==> src/rtl/pwm_pkg.sv <==
// Shared definitions for the PWM duty decoder.
//   DUTY_STEPS : number of duty steps on the generator's scale (0..DUTY_STEPS)
//   DUTY_W     : width of the decoded duty value
//   pwm_state_e: measurement FSM states
package pwm_pkg;

  localparam int DUTY_STEPS = 10;
  localparam int DUTY_W     = 4;

  typedef enum logic [1:0] {
    IDLE = 2'd0,
    HIGH = 2'd1,
    LOW  = 2'd2
  } pwm_state_e;

endpackage

==> src/rtl/pwm_edge_cond.sv <==
// Input conditioning for an asynchronous PWM pin: 2-flop synchronizer,
// optional glitch filter, and single-cycle rise/fall pulses.
// Build option: define PWM_GLITCH_FILTER_EN to insert a glitch filter that
// only follows the synchronized level after it has been stable at a new
// value for FILT_LEN consecutive cycles.
// Ports:
//   clk   : system clock
//   rst_n : synchronous active-low reset
//   raw   : asynchronous PWM input
//   level : conditioned level
//   rise  : one-cycle pulse on a 0->1 change of level
//   fall  : one-cycle pulse on a 1->0 change of level
module pwm_edge_cond #(
  parameter int FILT_LEN = 3
) (
  input  logic clk,
  input  logic rst_n,
  input  logic raw,
  output logic level,
  output logic rise,
  output logic fall
);

  if (FILT_LEN < 1) begin : g_bad_filt_len
    $error("pwm_edge_cond: FILT_LEN must be at least 1");
  end

  logic sync1;
  logic sync2;
  logic lvl_q;
  logic lvl_d;

  always_ff @(posedge clk) begin
    if (!rst_n) begin
      sync1 <= 1'b0;
      sync2 <= 1'b0;
    end else begin
      sync1 <= raw;
      sync2 <= sync1;
    end
  end

`ifdef PWM_GLITCH_FILTER_EN
  localparam int FC_W = $clog2(FILT_LEN + 1);

  // Counts consecutive cycles where the synchronized input disagrees with
  // the filtered level; any agreement restarts the count.
  logic [FC_W-1:0] diff_cnt;

  always_ff @(posedge clk) begin
    if (!rst_n) begin
      lvl_q    <= 1'b0;
      diff_cnt <= '0;
    end else if (sync2 != lvl_q) begin
      if (diff_cnt == FC_W'(FILT_LEN - 1)) begin
        lvl_q    <= sync2;
        diff_cnt <= '0;
      end else begin
        diff_cnt <= diff_cnt + FC_W'(1);
      end
    end else begin
      diff_cnt <= '0;
    end
  end
`else
  assign lvl_q = sync2;
`endif

  always_ff @(posedge clk) begin
    if (!rst_n) begin
      lvl_d <= 1'b0;
    end else begin
      lvl_d <= lvl_q;
    end
  end

  assign level = lvl_q;
  assign rise  = lvl_q & ~lvl_d;
  assign fall  = ~lvl_q & lvl_d;

endmodule

==> src/rtl/pwm_duty_decoder.sv <==
// PWM duty decoder: measures high time and period (rise to rise) of an
// asynchronous PWM input in clk cycles and converts each measurement to the
// 0..10 duty scale of the matching generator. A constant input is reported
// through a timeout as 0% or 100% duty.
// Build option: PWM_GLITCH_FILTER_EN enables the input glitch filter inside
// pwm_edge_cond (FILT_LEN stable samples).
// Ports:
//   clk        : system clock
//   rst_n      : synchronous active-low reset
//   pwm_in     : asynchronous PWM input
//   high_cnt   : high time of the last completed period
//   period_cnt : length of the last completed period
//   duty_level : decoded duty, 0..10
//   meas_valid : one-cycle pulse when the outputs update
//   stuck      : high while no edge has been seen for TIMEOUT cycles
module pwm_duty_decoder
  import pwm_pkg::*;
#(
  parameter int CNT_W    = 16,
  parameter int TIMEOUT  = 1000,
  parameter int FILT_LEN = 3
) (
  input  logic              clk,
  input  logic              rst_n,
  input  logic              pwm_in,
  output logic [CNT_W-1:0]  high_cnt,
  output logic [CNT_W-1:0]  period_cnt,
  output logic [DUTY_W-1:0] duty_level,
  output logic              meas_valid,
  output logic              stuck
);

  if (TIMEOUT < 2 || longint'(TIMEOUT) >= (64'(1) << CNT_W)) begin : g_bad_timeout
    $error("pwm_duty_decoder: TIMEOUT must satisfy 2 <= TIMEOUT < 2**CNT_W");
  end

  // Products of a count with constants up to 20 fit in CNT_W+5 bits.
  localparam int PW = CNT_W + 5;
  localparam logic [CNT_W-1:0] TO = CNT_W'(TIMEOUT);

  logic level;
  logic rise;
  logic fall;

  pwm_edge_cond #(
    .FILT_LEN (FILT_LEN)
  ) u_edge_cond (
    .clk   (clk),
    .rst_n (rst_n),
    .raw   (pwm_in),
    .level (level),
    .rise  (rise),
    .fall  (fall)
  );

  pwm_state_e       state_q;
  logic [CNT_W-1:0] hi_q;
  logic [CNT_W-1:0] per_q;
  logic [CNT_W-1:0] idle_q;

  logic              edge_seen;
  logic              timeout_hit;
  logic [PW-1:0]     hi20;
  logic [DUTY_W-1:0] duty_next;

  assign edge_seen   = rise | fall;
  // An edge in the same cycle pre-empts the timeout.
  assign timeout_hit = !edge_seen && (idle_q == TO - CNT_W'(1));

  // Rounded duty = largest k with 20*hi >= (2k-1)*per; ties round up.
  always_comb begin
    hi20      = (PW'(hi_q) << 4) + (PW'(hi_q) << 2);
    duty_next = '0;
    for (int k = 1; k <= DUTY_STEPS; k++) begin
      if (hi20 >= PW'(per_q) * PW'(2 * k - 1)) begin
        duty_next = DUTY_W'(k);
      end
    end
  end

  always_ff @(posedge clk) begin
    if (!rst_n) begin
      state_q    <= IDLE;
      hi_q       <= '0;
      per_q      <= '0;
      idle_q     <= '0;
      high_cnt   <= '0;
      period_cnt <= '0;
      duty_level <= '0;
      meas_valid <= 1'b0;
      stuck      <= 1'b0;
    end else begin
      meas_valid <= 1'b0;

      if (edge_seen) begin
        idle_q <= '0;
        stuck  <= 1'b0;
      end else if (idle_q != TO) begin
        idle_q <= idle_q + CNT_W'(1);
      end

      if (timeout_hit) begin
        stuck      <= 1'b1;
        state_q    <= IDLE;
        high_cnt   <= '0;
        period_cnt <= '0;
        duty_level <= level ? DUTY_W'(DUTY_STEPS) : '0;
        meas_valid <= 1'b1;
      end else begin
        case (state_q)
          IDLE: begin
            if (rise) begin
              hi_q    <= CNT_W'(1);
              per_q   <= CNT_W'(1);
              state_q <= HIGH;
            end
          end
          HIGH: begin
            per_q <= per_q + CNT_W'(1);
            if (fall) begin
              state_q <= LOW;
            end else begin
              hi_q <= hi_q + CNT_W'(1);
            end
          end
          LOW: begin
            if (rise) begin
              high_cnt   <= hi_q;
              period_cnt <= per_q;
              duty_level <= duty_next;
              meas_valid <= 1'b1;
              hi_q       <= CNT_W'(1);
              per_q      <= CNT_W'(1);
              state_q    <= HIGH;
            end else begin
              per_q <= per_q + CNT_W'(1);
            end
          end
          default: state_q <= IDLE;
        endcase
      end
    end
  end

endmodule

==> config.mk <==
export PLATFORM = sky130hd
export DESIGN_NAME = pwm_duty_decoder
export DESIGN_NICKNAME = d
export VERILOG_FILES = /design/src/rtl/pwm_pkg.sv /design/src/rtl/pwm_edge_cond.sv /design/src/rtl/pwm_duty_decoder.sv
export SDC_FILE = /design/constraint.sdc
export NUM_CORES = 1
export LEC_CHECK = 0
export ABC_AREA = 1
export CAP_MARGIN = 20
export CORE_ASPECT_RATIO = 1.4
export CORE_UTILIZATION = 48
export DETAILED_ROUTE_END_ITERATION = 12
export GPL_ROUTABILITY_DRIVEN = 0
export PLACE_DENSITY = 0.74
export SLEW_MARGIN = 10
export SYNTH_ARGS = -nofsm -noshare
export SYNTH_HDL_FRONTEND = slang
export SYNTH_SLANG_ARGS = --single-unit
==> constraint.sdc <==
create_clock -name clk -period 6.2 [get_ports clk]
set_input_delay 1.24 -clock clk [delete_from_list [all_inputs] [get_ports clk]]
set_output_delay 1.24 -clock clk [all_outputs]
set_load 0.01 [all_outputs]
* Word level (Yosys, flattened, before mapping)
Cells that the tools add are included.
** Word-level totals
- Word-level logic and storage cells :: 93
- Memories kept :: 0
- Output and inout port bits :: 38
- Bits in registers :: 91
- Bits in writable memories :: 0
- Latch bits :: 0
- Memory bits (read-only) :: 0
- Bits of input ports :: 3
** Cells by class
- Equality and inequality tests :: 8
- Order comparisons :: 10
- Shift operators :: 0
- Bitwise logic cells :: 7
- Add/subtract/negate cells :: 4
- Reduce and logical (&&, ||, !) cells :: 16
- Multiplexer cells :: 27
- Div/mod/pow operators :: 0
- $mul :: 9
** Operators with widths (count)
- 21-bit by 20-bit >= comparator with 1-bit output :: 4
- 16-bit by 4-bit multiplier with 20-bit output (second input constant) :: 4
- 16-bit by 1-bit adder with 16-bit output (second input constant) :: 3
- 16-bit two-way mux :: 3
- 16-bit case mux with 3 select lines :: 1
- 4-bit two-way mux :: 11
- 21-bit by 19-bit >= comparator with 1-bit output :: 2
- 21-bit >= comparator :: 2
- 16-bit by 5-bit multiplier with 21-bit output (second input constant) :: 2
- 16-bit by 3-bit multiplier with 19-bit output (second input constant) :: 2
- 16-bit case mux with 2 select lines :: 1
- 20-bit by 18-bit adder with 21-bit output :: 1
- 21-bit by 16-bit >= comparator with 1-bit output :: 1
- 21-bit by 18-bit >= comparator with 1-bit output :: 1
- 16-bit by 2-bit multiplier with 18-bit output (second input constant) :: 1
- 16-bit by 10-bit equality test with 1-bit output (second input constant) :: 1
- 16-bit by 10-bit != test with 1-bit output (second input constant) :: 1
- 2-bit two-way mux :: 4
- 2-bit nonzero test :: 4
- 1-bit two-way mux :: 6
- 2-bit != test (second input constant) :: 3
- 2-bit AND reduction :: 3
- 2-bit OR reduction :: 3
- 1-bit NOT :: 4
- 12 further kinds :: 13

* Longest topological paths before layout
Gate-level depths: netlist (run 1).
- Depth after elaboration :: 15
- Mapped depth :: 32
- Depth with buffers taken out :: 32

* Cells and area by module
Synthesis (run 1) repeated with hierarchy kept, for this count alone.
** Unflattened totals
- Cells, all modules :: 2260
- Area, all modules :: 16711.0 um^2
** Modules (own cells, without submodules)
- pwm_duty_decoder :: area an instance 16610.9 um^2, cells an instance 2247, instances 1, sequential area each 1761.7 um^2
- pwm_edge_cond :: area an instance 100.1 um^2, cells an instance 13, instances 1, sequential area each 60.1 um^2

* Least setup slack after synthesis (run 1)
No wires, ideal clock.
- Path type :: reg-to-reg
- From :: register per_q[4]
- To :: register duty_level[1]
- Setup time :: 0.066 ns
- Slack :: 1.538 ns
- Data arrival time :: 4.596 ns
- Period minus slack after synthesis :: 4.662 ns
- Buffers on the path :: 0
- Stages on the path, launching flop included :: 28
- Required time :: 6.134 ns
- Cell sequence :: dfxtp_1 fa_1 fa_1 ha_1 nand2_1 nand2_1 a31oi_1 o211ai_1 nand2_1 nand2_1 a21oi_1 o21ai_1 a21boi_1 xor2_1 ha_1 a21oi_1 o21ai_0 a31oi_1 nand2_1 nand2_1 nand2_1 nand2_1 nand2_1 nor2_4 nand2_1 nand2_1 nand2_1 a21oi_2
** Between the ends
- Word-level cells in the longest chain between the ends :: 14
- Elaborated cells between the ends (all ways) :: 30
- Classes of those cells :: mul (9); order compare (9); mux (12)
** Ends and longest elaborated chain
- start, declared :: line pwm_duty_decoder.sv:58 : logic [CNT_W-1:0] per_q;
- start signal, assigned :: line pwm_duty_decoder.sv:119 : per_q <= per_q + CNT_W'(1);
- start signal, assigned :: line pwm_duty_decoder.sv:136 : per_q <= per_q + CNT_W'(1);
- 16-bit by 2-bit multiplier with 18-bit output :: line pwm_duty_decoder.sv:75 : if (hi20 >= PW'(per_q) * PW'(2 * k - 1)) begin
- 21-bit by 18-bit >= comparator with 1-bit output :: line pwm_duty_decoder.sv:75
- 2-bit two-way mux (2 in a row) :: line pwm_duty_decoder.sv:75
- 4-bit two-way mux (6 in a row) :: line pwm_duty_decoder.sv:75
- 4-bit two-way mux * :: line pwm_duty_decoder.sv:75
- 4-bit two-way mux * :: line pwm_duty_decoder.sv:127 : if (rise) begin
- 4-bit two-way mux * :: line pwm_duty_decoder.sv:110 : case (state_q)
- 4-bit two-way mux * :: line pwm_duty_decoder.sv:102 : if (timeout_hit) begin
- end signal, assigned :: line pwm_duty_decoder.sv:107 : duty_level <= level ? DUTY_W'(DUTY_STEPS) : '0;
- end signal, assigned :: line pwm_duty_decoder.sv:130 : duty_level <= duty_next;
- end, declared :: line pwm_duty_decoder.sv:28 : output logic [DUTY_W-1:0] duty_level,
Every way passes the cells marked *; elsewhere a longest branch is shown, timed or not. The select of a mux whose other input is x is not followed.
A chain may end at the register's enable or synchronous reset.

* Worst setup path after layout (run 1)
- From :: register per_q[1]
- To :: register duty_level[1]
The elaborated chain is that of the path after synthesis.

==> results_dict.tcl, run 1 <==
set metrics [dict create \
    synth.most_common_cell "nand2_1" \
    num-fill-cells 3197 \
    synth_cell_types 57 \
    drtIter0Drc 1044 \
    cts_hold_buf 0 \
    finalCriticalPeriod_ns 5.500 \
    syn_area_um2 16680 \
    multi_input_area_um2 13630 \
    final.setup.tns_ns 0 \
    critical_path.most_common_cell "nand2_1" \
    worstPathMaxFanout 10 \
    htree_levels 3 \
    relSlewSlack 0.2884 \
    layout-drive-gt1-share 0.04579 \
    netlist_instances 2267 \
    wl_per_cell_um 17.46 \
    synth.area.top_cells "ha_1, dfxtp_1, nand2_1" \
    path_clk_slew_ns 0.08 \
    via_count 15810 \
    max_stage_delay_ns 0.71 \
    overflow 0 \
    dp_hpwl_um 40550 \
    register_area_um2 1822 \
    cap_violations 0 \
    globalRouteTotalUtil 0.2758 \
    cts_setup_buffers 0 \
    ctsResizeCount 0 \
    syn2layout_area_growth_pct 8.920 \
    start_util 0.4886 \
    power.density_nw_per_um2 140.1 \
    period_share 0.8871 \
    coreArea_um2 34130 \
    power_frac_seq 0.247 \
    fin_worst_skew_ns 0.02331 \
    drc 0 \
    rsz0062_at_grt "false" \
    cts_buffers 9 \
    die_y_um 222.6 \
    ctsLongestPathBuffers 2 \
    synth_commonest_cells "nand2_1, ha_1, inv_1" \
    viasPerCell 5.671 \
    yosysSeqAreaShare 0.1092 \
    nNetsFinal 2796 \
    io_buffer_count 40 \
    async_flop_share 0 \
    max_freq_mhz 181.8 \
    std_cell_rows 80 \
    synth-edff-count 0 \
    intPower_mw 1.332 \
    antenna_cells 0 \
    ios 41 \
    synth_fp_nets 2731 \
    worst_ep_arrival_time_ns 5.80 \
    yosysTopAreaCellShare 0.2791 \
    switching_share 0.4766 \
    critPathKind "reg2reg" \
    finalHoldViolCount 0 \
    synth_seq_cells 91 \
    pre_cts_slack_ns 0.8485 \
    leakagePower_nw 9.362 \
    grt_pass1_wl_um 78020 \
    cts_sinks 91 \
    synth-main-ff-cell "dfxtp_1" \
    combPwrFrac 0.527 \
    synth.avg_cell_area_um2 7.357 \
    ir_drop_v 0.0001591 \
    clockPowerShare 0.226 \
    worstMarginPinSlew_ns 1.066 \
    wirelength_um 48680 \
    power.switching_mw 1.213 \
    status "finished clean" \
    clockRootBuffer "clkbuf_16" \
    required_ns 6.50 \
    grt_start_max_net_pins 35 \
    clk_latency_ns 0.37 \
    synth_top_area_cell "ha_1" \
    crit_slowest_cell "dfxtp_1" \
    critPathLaunchType "register" \
    utilization 0.5322 \
    cts_tree "done" \
    setup_viol 0 \
    fin_ws_ns 0.6998 \
    firstDrtPassIters 5 \
    worstHoldPathType "reg2reg" \
    endpoint_kind "register" \
    yosysWarningCount 0 \
    hold_ws_ns 0.4532 \
    grt_pass1_vias 15700 \
    slew_viol_final 0 \
    antenna_found_initial 0 \
    drtAntennaViolNets 0 \
    dieArea_um2 35510 \
    fp.dieW_um 159.5 \
]
-- worst paths after layout --
| kind | from | end | slack (ns) | depth (start not counted) |
|---|---|---|---|---|
| max | per_q[1]$_SDFFE_PN0P_ | duty_level[1]$_SDFFE_PN0P_ | 0.70 | 28 |
| min | u_edge_cond.sync1$_SDFF_PN0_ | u_edge_cond.level$_SDFF_PN0_ | 0.45 | 2 |
| max reg2reg | per_q[1]$_SDFFE_PN0P_ | duty_level[1]$_SDFFE_PN0P_ | 0.70 | 28 |
| min reg2reg | u_edge_cond.sync1$_SDFF_PN0_ | u_edge_cond.level$_SDFF_PN0_ | 0.45 | 2 |
-- cell usage in the layout (no fill, tap or decap), types with 35 or more instances in the layout --
master / Yosys / routed
nor2_1: 137 / 137
xnor2_1: 57 / 54
o21ai_1: 36 / 36
nor3_1: 35 / 35
clkdlybuf4s50_1: 0 / 40
a21oi_1: 247 / 247
nand3_1: 68 / 68
nand4_1: 40 / 40
ha_1: 372 / 372
fa_1: 89 / 89
xor2_1: 86 / 82
dfxtp_1: 91 / 91
o21ai_0: 44 / 44
nand2_1: 476 / 476
inv_1: 302 / 302
-- critical path: cells and delay by family (launching register included) --
| family | cells | cell delay, ns |
|---|---|---|
| AOI/OAI and AO/OA | 6 | 0.95 |
| buffers and inverters | 2 | 0.28 |
| and+or+nand+nor | 16 | 1.89 |
| DFF | 1 | 0.71 |
| adders and majority gates | 4 | 1.63 |
-- power groups by stage --
stage,clock [mW],combinational (mW),sequential [mW]
6_report,0.576,1.34,0.629
5_1_grt,0.608,1.48,0.629
4_1_cts,0.584,1.31,0.627
3_5_place_dp,0,1.30,0.641
3_3_place_gp,0,1.27,0.640
2_1_floorplan,0,0.891,0.635
-- sequential cells by signal, summed over array words and instances (netlist names) --
name               cells
hi_q                  16
high_cnt              16
idle_q                16
per_q                 16
period_cnt            16
duty_level             4
state_q                2
meas_valid             1
stuck                  1
u_edge_cond.level      1
u_edge_cond.lvl_d      1
u_edge_cond.sync1      1
-- cell type report --
type | instances | share of cell area
timing repair buffer | 69 | 0.03513
tap | 451 | 0.03106
sequential | 91 | 0.1003
multi-input combinational | 1840 | 0.7505
clock buffer | 9 | 0.01240
clock inverter | 7 | 0.004133
inverter | 321 | 0.06646
-- through the flow --
stage	area [um2]	total power, mW	std cells
after detailed placement	17870	1.942	2772
after CTS	18170	2.518	2788
after floorplan	16680	1.526	2267
after global placement	17840	1.912	2771
after global routing	18170	2.713	2788
final	18170	2.545	2788
-- metal layers --
layer / track usage / up-vias / wire [um] / share of wire
li1: - / 7731 / - / -
met1: 0.3060 / 7410 / 18960 / 0.39
met2: 0.5011 / 505 / 24070 / 0.49
met3: 0.02949 / 165 / 2466 / 0.051
met4: 0.1706 / 0 / 3190 / 0.066
met5: 0 / - / 0 / 0
-- logic make-up after synthesis --
group	count (synthesis)	synth area share
simple gates	812	0.2098
fa+ha+maj	461	0.3859
compound gates	422	0.1423
buf+inv	336	0.07644
xor+xnor	143	0.07509
flops	91	0.1092
mux	2	0.001275
Note: power is estimated with default switching activity, not from simulation.
==> inputs of run 2 (changes only) <==
--- a/config.mk
+++ b/config.mk
@@ -6,7 +6,6 @@
 export NUM_CORES = 1
 export LEC_CHECK = 0
 export ABC_AREA = 1
-export CAP_MARGIN = 20
 export CORE_ASPECT_RATIO = 1.4
 export CORE_UTILIZATION = 48
 export DETAILED_ROUTE_END_ITERATION = 12
==> run 2 against run 1 <==
  * Register-to-register slack worse by 0.09 ns
  * Design area decreased by 0.15%
  * Global-route usage increased by 0.39 points
  * Critical path type unchanged
  * Largest power group unchanged
==> results_dict.tcl, run 2 (same netlist as run 1, synthesis figures left out) <==
set metrics [dict create \
    cap_violations 0 \
    slew_viol_final 0 \
    fin_worst_skew_ns 0.02080 \
    ctsResizeCount 0 \
    via_count 15830 \
    overflow 0 \
    period_share 0.9019 \
    dp_hpwl_um 40560 \
    rr_endpoint "duty_level[3]$_SDFFE_PN0P_" \
    finalCriticalPeriod_ns 5.592 \
    crit_cells 28 \
    utilization 0.5314 \
    htree_levels 3 \
    layout-drive-gt1-share 0.04538 \
    wirelength_um 48820 \
    pre_cts_slack_ns 0.8924 \
    dieArea_um2 35510 \
    max_freq_mhz 178.8 \
    multi_input_area_um2 13630 \
    max_stage_delay_ns 0.70 \
    antenna_cells 0 \
    crit_end "duty_level[3]$_SDFFE_PN0P_" \
    worst_r2r_path_depth 28 \
    path_clk_slew_ns 0.08 \
    fin_ws_ns 0.6081 \
    grt_pass1_vias 15960 \
    regToRegSetupSlack_ns 0.61 \
    wl_met2_um 23720 \
    io_buffer_count 40 \
    drtIter0Drc 1081 \
    placed_area_um2 17840 \
    cts_buffers 9 \
    grt_pass1_wl_um 79280 \
    final.setup.tns_ns 0 \
    critPathKind "reg2reg" \
    top_layer "met4" \
    drtAntennaViolNets 0 \
    crit_slowest_cell "dfxtp_1" \
    required_ns 6.50 \
    met3RoutedLength_um 2403 \
    timing.rr.start "per_q[0]$_SDFFE_PN0P_" \
    std_cell_rows 80 \
    fp.dieW_um 159.5 \
    coreArea_um2 34130 \
    antenna_found_initial 0 \
    firstDrtPassIters 5 \
    m1WireLength_um 19130 \
    start_util 0.4886 \
    num-fill-cells 3235 \
    register_area_um2 1822 \
    worstHoldPathType "reg2reg" \
    rsz0062_at_grt "false" \
    nNetsFinal 2795 \
    power.density_nw_per_um2 140.1 \
    clockRootBuffer "clkbuf_16" \
    final_common_cell "nand2_1" \
    clk_latency_ns 0.37 \
    finalHoldViolCount 0 \
    cp-startpoint "per_q[0]$_SDFFE_PN0P_" \
    relSlewSlack 0.1996 \
    cts_tree "done" \
    post-route-cell-area_um2 18140 \
    syn2layout_area_growth_pct 8.754 \
    drc 0 \
    critical_path.most_common_cell "nand2_1" \
    setup_viol 0 \
    status "finished clean" \
    cts_setup_buffers 0 \
    worstPathMaxFanout 10 \
    critPathBufInv 2 \
    p_total_mw 2.541 \
    worst_ep_arrival_time_ns 5.89 \
    wl_per_cell_um 17.52 \
    cts_sinks 91 \
    leakagePower_nw 9.350 \
    cts_hold_buf 0 \
    grt_start_max_net_pins 35 \
    endpoint_kind "register" \
    cp_top_family "simple AND/OR/NAND/NOR gates" \
    globalRouteTotalUtil 0.2797 \
    ios 41 \
    final_cell_mix "nand2_1, ha_1, inv_1, a21oi_1, nor2_1" \
    viasPerCell 5.679 \
    worstMarginPinSlew_ns 1.199 \
    ir_drop_v 0.0001614 \
    die_y_um 222.6 \
    critPathLaunchType "register" \
    ctsLongestPathBuffers 2 \
]
-- run 2: changes by cell type in the layout (fill, tap and decap cells not counted), sizes merged --
cell  before  now
buf       29   28
-- run 2: metal layers --
layer  global-route usage  vias to the layer above
li1                     -                     7733
met1               0.3135                     7374
met2               0.4960                      527
met3              0.03155                      192
met4               0.1883                        0
met5                    0                        -
-- run 2: worst min-delay path by stage --
stage               slack [ns]  cells past startpoint                    startpoint                      endpoint
floorplan                 0.39                      2  u_edge_cond.sync1$_SDFF_PN0_  u_edge_cond.level$_SDFF_PN0_
global placement          0.43                      2  u_edge_cond.sync1$_SDFF_PN0_  u_edge_cond.level$_SDFF_PN0_
detailed placement        0.42                      2  u_edge_cond.sync1$_SDFF_PN0_  u_edge_cond.level$_SDFF_PN0_
CTS                       0.45                      2  u_edge_cond.sync1$_SDFF_PN0_  u_edge_cond.level$_SDFF_PN0_
global route              0.47                      2  u_edge_cond.sync1$_SDFF_PN0_  u_edge_cond.level$_SDFF_PN0_
finish                    0.45                      2  u_edge_cond.sync1$_SDFF_PN0_  u_edge_cond.level$_SDFF_PN0_
-- run 2: power breakdown --
part	internal, mW	leakage, nW	switching [mW]	total [mW]
registers	0.598	0.734	0.0307	0.629
logic	0.447	8.47	0.891	1.34
clock network	0.287	0.145	0.287	0.574
-- run 2: area by class of cell --
cell class,count,share of cell area
tap,451,0.03111
timing repair buffer,68,0.03366
inverter,321,0.06657
multi-input combinational,1840,0.7517
sequential,91,0.1004
clock buffer,9,0.01242
clock inverter,7,0.004139
-- run 2: tightest hold or removal path, stage by stage (launching register included) --
cell and delay, ns:
dfxtp_1 0.31, nand2_1 0.06, inv_1 0.03
-- run 2: through the flow --
step	hold slack (ns)	instances
3_5_place_dp	0.4227	2771
2_1_floorplan	0.3905	2267
6_report	0.4492	2787
3_3_place_gp	0.4307	2771
4_1_cts	0.4484	2787
5_1_grt	0.4680	2787
==> inputs of run 3 (changes only) <==
==> constraint.sdc (replaced) <==
create_clock -name clk -period 6.93 [get_ports clk]
set_input_delay 1.386 -clock clk [delete_from_list [all_inputs] [get_ports clk]]
set_output_delay 1.386 -clock clk [all_outputs]
set_load 0.01 [all_outputs]
==> run 3 against run 2 <==
  * Largest cell class unchanged
  * Cell count down 0.11%
  * Non-clock buffer count down 3
  * Sequential power down 8.7%
  * Highest routed layer unchanged
==> results_dict.tcl, run 3 (same netlist as run 1, synthesis figures left out) <==
set metrics [dict create \
    firstDrtPassIters 5 \
    grt_pass1_vias 15600 \
    via_count 15650 \
    drc 0 \
    critPathLaunchType "register" \
    rsz0062_at_grt "false" \
    ir_drop_v 0.0001419 \
    globalRouteTotalUtil 0.2770 \
    fp.dieW_um 159.5 \
    cts_tree "done" \
    dp_hpwl_um 40060 \
    cts_setup_buffers 0 \
    antenna_cells 0 \
    worstMarginPinSlew_ns 1.205 \
    clockRootBuffer "clkbuf_16" \
    finalHoldViolCount 0 \
    crit_slowest_cell "dfxtp_1" \
    final_common_cell "nand2_1" \
    std_cell_rows 80 \
    critPathBufInv 3 \
    start_util 0.4886 \
    max_stage_delay_ns 1.04 \
    ios 41 \
    grt_start_max_net_pins 35 \
    cts_sinks 91 \
    fin_worst_skew_ns 0.01253 \
    max_freq_mhz 178.9 \
    antenna_found_initial 0 \
    syn2layout_area_growth_pct 8.597 \
    cp_top_family "simple AND/OR/NAND/NOR gates" \
    cts_hold_buf 0 \
    status "finished clean" \
    overflow 0 \
    clk_latency_ns 0.36 \
    hold_ws_ns 0.4614 \
    coreArea_um2 34130 \
    critical_path.most_common_cell "nand2_1" \
    dieArea_um2 35510 \
    ctsLongestPathBuffers 2 \
    multi_input_area_um2 13630 \
    io_buffer_count 40 \
    relSlewSlack 0.1946 \
    required_ns 7.21 \
    nNetsFinal 2792 \
    critPathKind "reg2reg" \
    register_area_um2 1822 \
    wirelength_um 48560 \
    finalCriticalPeriod_ns 5.590 \
    cts_buffers 9 \
    wl_per_cell_um 17.44 \
    endpoint_kind "register" \
    layout-drive-gt1-share 0.04415 \
    final_cell_mix "nand2_1, ha_1, inv_1, a21oi_1, nor2_1" \
    setup_viol 0 \
    die_y_um 222.6 \
    drtAntennaViolNets 0 \
    viasPerCell 5.622 \
    final.setup.tns_ns 0 \
    ctsResizeCount 0 \
    worstHoldPathType "reg2reg" \
    leakagePower_nw 9.332 \
    regToRegSetupSlack_ns 1.34 \
    drtIter0Drc 1077 \
    power.density_nw_per_um2 124.4 \
    htree_levels 3 \
    period_share 0.8066 \
    path_clk_slew_ns 0.07 \
    worst_ep_arrival_time_ns 5.87 \
    worstPathMaxFanout 17 \
    grt_pass1_wl_um 78260 \
    cap_violations 0 \
    slew_viol_final 0 \
    num-fill-cells 3172 \
]
[run 3: cell count changes in the layout (fill, tap and decap cells not counted), sizes merged]
| cell | change |
|---|---|
| clkbuf | +1 |
| buf | -3 |
| inv | -1 |
| clkinvlp | +1 |
| clkinv | -1 |
[run 3: report_power, final]
| part | leakage (nW) | internal, mW | total [mW] | switching (mW) |
|---|---|---|---|---|
| clock network | 0.139 | 0.261 | 0.502 | 0.242 |
| registers | 0.734 | 0.535 | 0.574 | 0.0388 |
| logic | 8.46 | 0.395 | 1.18 | 0.782 |
[run 3: metrics by stage]
| stage | cell area, um2 | cells | power (mW) | util | setup slack [ns] |
|---|---|---|---|---|---|
| after CTS | 18110 | 2784 | 2.230 | 0.5306 | 1.446 |
| after detailed placement | 17820 | 2768 | 1.730 | 0.5220 | 1.481 |
| after global routing | 18110 | 2784 | 2.407 | 0.5306 | 0.9110 |
| after floorplan | 16680 | 2267 | 1.365 | - | 2.268 |
| after global placement | 17820 | 2768 | 1.703 | 0.5220 | 1.705 |
| final | 18110 | 2784 | 2.253 | 0.5306 | 1.340 |
[run 3: area by class of cell]
| type | count | area share |
|---|---|---|
| inverter | 321 | 0.06666 |
| tap | 451 | 0.03115 |
| multi-input combinational | 1840 | 0.7528 |
| timing repair buffer | 65 | 0.03247 |
| clock buffer | 10 | 0.01319 |
| clock inverter | 6 | 0.003178 |
| sequential | 91 | 0.1006 |
[run 3: worst register-to-register path: cells and delay by family, from the launching register on]
family / cells / cell delay, ns
simple gates: 17 / 1.75
buf+inv: 3 / 0.51
fa+ha+maj: 3 / 1.30
compound gates: 6 / 0.96
flops: 1 / 1.04
[run 3: metal layers]
layer  track usage  wire (um)  vias up
met1        0.3071      19020     7277
met5             0          0        -
met4        0.2025       3851        0
met3       0.03491       2521      187
li1              -          -     7719
met2        0.4851      23170      470
[run 3: final timing paths]
check                              from                    endpoint  cells past startpoint
max reg2reg       per_q[5]$_SDFFE_PN0P_  duty_level[3]$_SDFFE_PN0P_                     29
min          period_cnt[2]$_SDFFE_PP0P_  period_cnt[2]$_SDFFE_PP0P_                      2
max               per_q[5]$_SDFFE_PN0P_  duty_level[3]$_SDFFE_PN0P_                     29
min reg2reg  period_cnt[2]$_SDFFE_PP0P_  period_cnt[2]$_SDFFE_PP0P_                      2
